`config.mk`:
```
export PLATFORM = sky130hd
export DESIGN_NAME = alarm_tone_i2s
export DESIGN_NICKNAME = d
export VERILOG_FILES = /design/src/rtl/alarm_audio_pkg.sv /design/src/rtl/i2s_tx_serializer.sv /design/src/rtl/alarm_tone_i2s.sv
export SDC_FILE = /design/constraint.sdc
export NUM_CORES = 1
export LEC_CHECK = 0
export BUFFER_PORTS_ARGS = -buffer_cell sky130_fd_sc_hd__buf_2
export CORE_MARGIN = 2
export CORE_UTILIZATION = 28
export CTS_CLUSTER_SIZE = 30
export DETAILED_ROUTE_END_ITERATION = 10
export GPL_ROUTABILITY_DRIVEN = 0
export PLACE_DENSITY = 0.52
export SETUP_SLACK_MARGIN = 0.2
export SYNTH_ARGS = -nofsm -noshare
export SYNTH_HDL_FRONTEND = slang
export SYNTH_SLANG_ARGS = --single-unit
export TNS_END_PERCENT = 100
```
`constraint.sdc`:
```
create_clock -name CLK -period 4.1 [get_ports CLK]
set_input_delay 0.41 -clock CLK [delete_from_list [all_inputs] [get_ports CLK]]
set_output_delay 0.41 -clock CLK [all_outputs]
set_load 0.005 [all_outputs]
```
`src/rtl/alarm_audio_pkg.sv`:
```
// Shared encodings for the alarm audio path.
//   mode_e   : operating mode carried on the 2-bit 'mode' input
//   FMT_*    : serial frame format selector for the I2S transmitter
package alarm_audio_pkg;

   typedef enum logic [1:0] {
      MODE_OFF   = 2'd0,
      MODE_CONT  = 2'd1,
      MODE_PULSE = 2'd2,
      MODE_TEST  = 2'd3
   } mode_e;

   localparam int FMT_I2S = 0;   // MSB one bit clock after the LRCK edge
   localparam int FMT_LJ  = 1;   // MSB on the same bit clock as the LRCK edge

endpackage

```
`src/rtl/i2s_tx_serializer.sv`:
```
// Stereo PCM transmitter: divides CLK into MCLK and BCLK, walks bit_idx over
// a 2*SAMPLE_W-bit frame and shifts out the same word in both slots.
// Ports:
//   CLK, RST      system clock, synchronous active-low reset
//   sample        word loaded into left and right slots at each frame start
//   frame_tick    combinational, high on the CLK edge that starts a frame
//                 (the parent updates its state on this same edge)
//   frame_strobe  registered one-cycle pulse, visible with the first bit
//   mclk, bclk, lrck, sdata  codec-facing serial interface
module i2s_tx_serializer
   import alarm_audio_pkg::*;
#(
   parameter int SAMPLE_W  = 16,
   parameter int MCLK_HALF = 2,
   parameter int BCLK_HALF = 4,
   parameter int FORMAT    = FMT_I2S
) (
   input  logic                CLK,
   input  logic                RST,
   input  logic [SAMPLE_W-1:0] sample,
   output logic                frame_tick,
   output logic                frame_strobe,
   output logic                mclk,
   output logic                bclk,
   output logic                lrck,
   output logic                sdata
);

   localparam int FRAME_BITS = 2 * SAMPLE_W;
   localparam int IDX_W      = $clog2(FRAME_BITS);
   localparam int MC_W       = $clog2(MCLK_HALF + 1);
   localparam int BC_W       = $clog2(BCLK_HALF + 1);

   logic [MC_W-1:0]       mclk_cnt;
   logic [BC_W-1:0]       bclk_cnt;
   logic [IDX_W-1:0]      bit_idx;
   logic [IDX_W-1:0]      idx_next;
   logic [FRAME_BITS-1:0] shreg;
   logic [FRAME_BITS-1:0] shreg_next;
   logic                  fall;

   // BCLK is about to go 1->0 on this edge; everything serial moves here.
   assign fall       = bclk && (bclk_cnt == BC_W'(BCLK_HALF - 1));
   assign idx_next   = (bit_idx == IDX_W'(FRAME_BITS - 1)) ? '0 : bit_idx + IDX_W'(1);
   assign frame_tick = fall && (bit_idx == IDX_W'(FRAME_BITS - 1));
   assign shreg_next = frame_tick ? {sample, sample} : {shreg[FRAME_BITS-2:0], 1'b0};

   always_ff @(posedge CLK) begin
      if (!RST) begin
         mclk_cnt     <= '0;
         bclk_cnt     <= '0;
         mclk         <= 1'b0;
         bclk         <= 1'b0;
         bit_idx      <= '0;
         shreg        <= '0;
         lrck         <= 1'b0;
         sdata        <= 1'b0;
         frame_strobe <= 1'b0;
      end else begin
         if (mclk_cnt == MC_W'(MCLK_HALF - 1)) begin
            mclk_cnt <= '0;
            mclk     <= ~mclk;
         end else begin
            mclk_cnt <= mclk_cnt + MC_W'(1);
         end
         if (bclk_cnt == BC_W'(BCLK_HALF - 1)) begin
            bclk_cnt <= '0;
            bclk     <= ~bclk;
         end else begin
            bclk_cnt <= bclk_cnt + BC_W'(1);
         end
         frame_strobe <= frame_tick;
         if (fall) begin
            bit_idx <= idx_next;
            shreg   <= shreg_next;
            lrck    <= (idx_next >= IDX_W'(SAMPLE_W));
            // Left-justified sends the fresh MSB; I2S repeats the previous
            // bit position, which delays the whole stream by one bit clock
            // and puts the right-slot LSB into bit 0 of the next frame.
            sdata   <= (FORMAT == FMT_LJ) ? shreg_next[FRAME_BITS-1] : shreg[FRAME_BITS-1];
         end
      end
   end

endmodule

```
`src/rtl/alarm_tone_i2s.sv`:
```
// Alarm audio source: maps Distance to a square-wave pitch, optionally gates
// it into beeps, and streams it as stereo PCM through i2s_tx_serializer.
// Ports:
//   CLK, RST      system clock, synchronous active-low reset
//   Distance      ultrasonic distance, sampled once per frame
//   mode          0 off, 1 continuous, 2 pulsed, 3 test tone
//   armed         alarm enable
//   MCLK, BCLK, LRCK, SDATA   codec clocks and serial data
//   alarm_active  alarm state of the frame currently being sent
//   frame_strobe  one-cycle pulse at each frame start
module alarm_tone_i2s
   import alarm_audio_pkg::*;
#(
   parameter int DIST_W     = 8,
   parameter int SAMPLE_W   = 16,
   parameter int THRESH     = 100,
   parameter int AMP        = 16'h2000,
   parameter int MCLK_HALF  = 2,
   parameter int BCLK_HALF  = 4,
   parameter int TONE_BASE  = 4,
   parameter int TONE_SHIFT = 3,
   parameter int BEEP_ON    = 8,
   parameter int BEEP_SCALE = 1,
   parameter int FORMAT     = FMT_I2S
) (
   input  logic              CLK,
   input  logic              RST,
   input  logic [DIST_W-1:0] Distance,
   input  logic [1:0]        mode,
   input  logic              armed,
   output logic              MCLK,
   output logic              BCLK,
   output logic              LRCK,
   output logic              SDATA,
   output logic              alarm_active,
   output logic              frame_strobe
);

   // Counter widths cover the largest half-period and beep period that an
   // all-ones distance can produce.
   localparam int H_W = DIST_W + $clog2(TONE_BASE + 1);
   localparam int B_W = DIST_W + $clog2(BEEP_SCALE + 1) + $clog2(BEEP_ON + 1);
   localparam logic [SAMPLE_W-1:0] AMP_POS = SAMPLE_W'(AMP);
   localparam logic [SAMPLE_W-1:0] AMP_NEG = SAMPLE_W'(-AMP);

   logic [DIST_W-1:0]   dist_l;
   mode_e               mode_l;
   logic                armed_l;
   logic [H_W-1:0]      tone_cnt;
   logic [B_W-1:0]      beep_cnt;
   logic                phase;
   logic                frame_tick;

   mode_e               mode_in;
   logic                restart;
   logic                active_n;
   logic                tone_on;
   logic [H_W-1:0]      half;
   logic [B_W-1:0]      off_len;
   logic [B_W-1:0]      beep_last;
   logic [H_W-1:0]      tone_c;
   logic [B_W-1:0]      beep_c;
   logic                phase_c;
   logic [H_W-1:0]      tone_n;
   logic [B_W-1:0]      beep_n;
   logic                phase_n;
   logic [SAMPLE_W-1:0] sample_n;

   // Next-frame state. It is evaluated from the live inputs because it is
   // only committed on frame_tick, which is exactly when Distance, mode and
   // armed are latched; the word produced here is the one that frame carries.
   always_comb begin
      mode_in   = mode_e'(mode);
      restart   = (mode_in != mode_l);
      active_n  = (mode_in == MODE_TEST) || (armed && (int'(Distance) < THRESH));
      if (mode_in == MODE_TEST) begin
         half = H_W'(TONE_BASE);
      end else begin
         half = H_W'(TONE_BASE) + H_W'(Distance >> TONE_SHIFT);
      end
      off_len   = B_W'(Distance) * B_W'(BEEP_SCALE);
      beep_last = B_W'(BEEP_ON) + off_len - B_W'(1);

      // A mode change starts the new mode from a clean positive half-cycle.
      tone_c  = restart ? '0 : tone_cnt;
      beep_c  = restart ? '0 : beep_cnt;
      phase_c = restart ? 1'b1 : phase;

      tone_on  = 1'b0;
      tone_n   = '0;
      beep_n   = '0;
      phase_n  = 1'b1;
      sample_n = '0;

      if (active_n) begin
         case (mode_in)
            MODE_CONT, MODE_TEST: tone_on = 1'b1;
            MODE_PULSE: begin
               tone_on = (beep_c < B_W'(BEEP_ON));
               // >= rather than == so a shrinking off-time cannot strand
               // the counter past the end of the period.
               beep_n  = (beep_c >= beep_last) ? '0 : beep_c + B_W'(1);
            end
            default: tone_on = 1'b0;
         endcase
      end

      // Outside a tone window the tone counter and phase stay parked, so
      // every beep burst begins on a positive half-cycle.
      if (tone_on) begin
         sample_n = phase_c ? AMP_POS : AMP_NEG;
         if (tone_c >= half - H_W'(1)) begin
            tone_n  = '0;
            phase_n = ~phase_c;
         end else begin
            tone_n  = tone_c + H_W'(1);
            phase_n = phase_c;
         end
      end
   end

   always_ff @(posedge CLK) begin
      if (!RST) begin
         dist_l   <= '1;
         mode_l   <= MODE_OFF;
         armed_l  <= 1'b0;
         tone_cnt <= '0;
         beep_cnt <= '0;
         phase    <= 1'b1;
      end else if (frame_tick) begin
         dist_l   <= Distance;
         mode_l   <= mode_in;
         armed_l  <= armed;
         tone_cnt <= tone_n;
         beep_cnt <= beep_n;
         phase    <= phase_n;
      end
   end

   assign alarm_active = (mode_l == MODE_TEST) || (armed_l && (int'(dist_l) < THRESH));

   i2s_tx_serializer #(
      .SAMPLE_W  (SAMPLE_W),
      .MCLK_HALF (MCLK_HALF),
      .BCLK_HALF (BCLK_HALF),
      .FORMAT    (FORMAT)
   ) u_ser (
      .CLK          (CLK),
      .RST          (RST),
      .sample       (sample_n),
      .frame_tick   (frame_tick),
      .frame_strobe (frame_strobe),
      .mclk         (MCLK),
      .bclk         (BCLK),
      .lrck         (LRCK),
      .sdata        (SDATA)
   );

endmodule

```
==> results.yml <==
synthesis:
  synth_compound_gate_area_share: 0.1853
  synth_simple_gate_area_frac: 0.2660
  synth.yosys.warnings: 0
  post_syn_area_per_cell_sq_um: 8.403
  netlist_instances: 450
  synth_adder_area_share: 0.09927
  synth.area.mux_share: 0.002647
  synth_area_sq_um: 3781
  top_area_cells_in_the_synthesized_netlist: "sky130_fd_sc_hd__dfxtp_1, sky130_fd_sc_hd__ha_1, sky130_fd_sc_hd__nand2_1"
  combinational_family_with_the_most_area_after_synthesis: "simple AND/OR/NAND/NOR gates"
  yosysSeqAreaShare: 0.3547
  top_cells_by_instance_count_after_synthesis: "sky130_fd_sc_hd__nand2_1, sky130_fd_sc_hd__dfxtp_1, sky130_fd_sc_hd__ha_1, sky130_fd_sc_hd__nor2_1, sky130_fd_sc_hd__a21oi_1"
  synth-edff-count: 0
  yosysMostFrequentCell: "sky130_fd_sc_hd__nand2_1"
  yosys.area.top_type_share: 0.3547
  post_synth_xor_area_fraction: 0.04798
  post-synth-top-area-cell: "sky130_fd_sc_hd__dfxtp_1"
  postSynth.topFlopCell: "sky130_fd_sc_hd__dfxtp_1"
  mappedNetlistNets: 493
  synth_seq_cells: 67
  synth.lib_cells_used.distinct: 58
  synth-async-reset-ratio: 0
worst_hold_path:
  hold-path-endpoint: "armed_l"
  hold_start: "armed"
  hold_path_class: "input port to flip-flop"
  whs_path_depth: 2
place:
  placement.cell_area_sq_um: 3998
  placement.io_buffers: 18
  placedCellCount: 625
  hpwlAfterDp_mm: 6.365
  detailedPlace.worstSlack_ns: 0.4974
routing:
  wl_per_cell_microns: 13.51
  vias_per_cell: 4.899
  dr.first_iter.drc_count: 195
  totalWireLength_mm: 8.671
  first_pass_iters: 4
  drc: 0
  via_count: 3145
  antenna_violating_nets_post_route: 0
setup_path:
  cp_arrival_ns: 3.72
  startpoint_type: "flip-flop"
  max_stage_delay_ns: 0.56
  timing.rr.start: "mode_l[1]"
  r2r_end: "tone_cnt[6]"
  timing.critical_path.required_ns: 4.37
  path_cells: "xnor2_2, and2_1, nand2_1, ha_1, nand2b_1, a211o_1, a2111oi_4, o211a_1, or3b_1, nand3_1"
  worst_r2r_path_depth: 10
  critical_path.slowest_cell: "sky130_fd_sc_hd__xnor2_2"
  critical_path_peak_fanout: 18
  worstSetupPathType: "flip-flop to flip-flop"
  critPathCaptureType: "flip-flop"
  rrSetupSlack_ns: 0.65
sta:
  drv_slew: 0
  hold_violations: 0
  finalCritPeriodShare: 0.8416
  final.hold.worst_slack_ns: 0.3328
  finalSetupViolations: 0
  setup_tns_ns: 0
  rsz_0062_raised_after_global_routing: "false"
  setup_slack_ns: 0.6495
  fmax_ghz: 0.2898
  min_period_ns: 3.450
  timing.max_slew.rel_slack: 0.3012
  finalClockSkew_ns: 0.004751
  tightest_slew_ns: 1.048
clock_tree:
  htree_num_levels: 3
  cts-buffers-inserted: 9
  cts.reportedPaths.clkPinSlew_ns: 0.05
  cts_root_buf: "sky130_fd_sc_hd__clkbuf_16"
  post_cts_resized: 0
  holdBufCountCts: 0
  clockBufferDepth: 2
  cts.repair_timing.setup_buffer_count: 0
  worst_skew_pair.late_latency_ns: 0.33
  tritoncts_clock_tree: "built"
  cts_num_sinks: 67
run:
  max_cap_violations: 0
global_routing:
  grt_pass1_vias: 2910
  gr-usage-all-layers: 0.1252
  grt_ovf: 0
  antenna_found_initial: 1
  grt_first_pass_wirelength_mm: 14.44
  maximum_number_of_pins_on_one_net_before_global_route_repair: 27
die:
  die_width_microns: 120.2
  io_pins: 19
  coreArea_sq_um: 13190
  rows: 42
  die_area_sq_um: 14450
  effective_utilization_at_floorplan: 0.2867
  dieHeight_microns: 120.2
run_status:
  status: "completed"
power_and_ir_drop:
  power.total_mw: 1.541
  leakage_nw: 1.882
  power_density_over_the_cells_nw_per_um2: 358.9
  vdd.ir_drop.worst_v: 0.0001764
finish:
  layout-drive-gt1-share: 0.1118
  finish.instance_area_sq_um: 4294
  post-route-util: 0.3256
  filler_cell_count: 1365
  flow.area_growth_from_synthesis_pct: 13.57
  num-nets-final: 503
  final_cell_count_no_fill: 642
## where the power goes
part	total [mW]	switching, mW	internal (mW)
Sequential	0.665	0.00468	0.661
Combinational	0.118	0.0722	0.0455
Clock	0.758	0.287	0.471
Total	1.54	0.364	1.18
## how the worst max path moves through the flow
stage,end,slack [ns],startpoint
floorplan,beep_cnt[2],1.14,Distance[0]
global placement,tone_cnt[6],0.61,mode[0]
detailed placement,tone_cnt[6],0.50,mode[1]
CTS,tone_cnt[6],0.67,mode_l[1]
global route,tone_cnt[6],0.40,mode_l[1]
finish,tone_cnt[6],0.65,mode_l[1]
## state kept, by name, summed over array words and instances (netlist names)
name / flops
u_ser.frame_strobe: 1
u_ser.shreg: 19
armed_l: 1
phase: 1
u_ser.sdata: 1
tone_cnt: 11
u_ser.bclk_cnt: 3
beep_cnt: 13
u_ser.bclk: 1
u_ser.mclk: 1
mode_l: 2
dist_l: 6
u_ser.bit_idx: 5
u_ser.mclk_cnt: 2
## area by class of cell
type                       count  area [sq um]  share of cell area
multi-input combinational    347          2273              0.5294
sequential                    67          1341              0.3124
clock buffer                  10         229.0             0.05332
tap                          176         220.2             0.05128
timing repair buffer          20         105.1             0.02448
clock inverter                 6         65.06             0.01515
inverter                      15         57.56             0.01340
antenna                        1         2.502           0.0005828
## layer usage
metal / routed length (microns) / up-vias / global-route usage
li1: - / 1621 / -
met3: 323 / 9 / 0.02877
met2: 3802 / 39 / 0.1889
met5: 0 / - / 0
met1: 4408 / 1476 / 0.1754
met4: 136 / 0 / 0.04191
## layout by cell type (no fill, tap or decap), drive strengths merged, types with 4 or more instances in the layout
cell type	n
ha	30
clkbuf	10
inv	15
o22a	5
o211ai	4
xnor2	10
xor2	9
nand2	85
a22o	10
nand3	17
buf	20
nand4	10
nor3	4
nor2	31
a21oi	26
dfxtp	67
a21o	9
and3	22
nand2b	8
clkinv	4
and2	7
o21ai	17
## critical path: cells and delay by family (launching register included)
family,cells,cell delay (ns)
and+or+nand+nor,5,0.97
adders and majority gates,1,0.30
AOI/OAI and AO/OA,3,1.21
DFF,1,0.37
xor gates and xnor gates,1,0.56
## cell families after synthesis
kind of cell | after synthesis
buf+inv | 36
xor+xnor | 19
compound gates | 97
flops | 67
simple gates | 200
mux | 1
fa+ha+maj | 30
No activity file was read; power rests on OpenSTA's default activity.
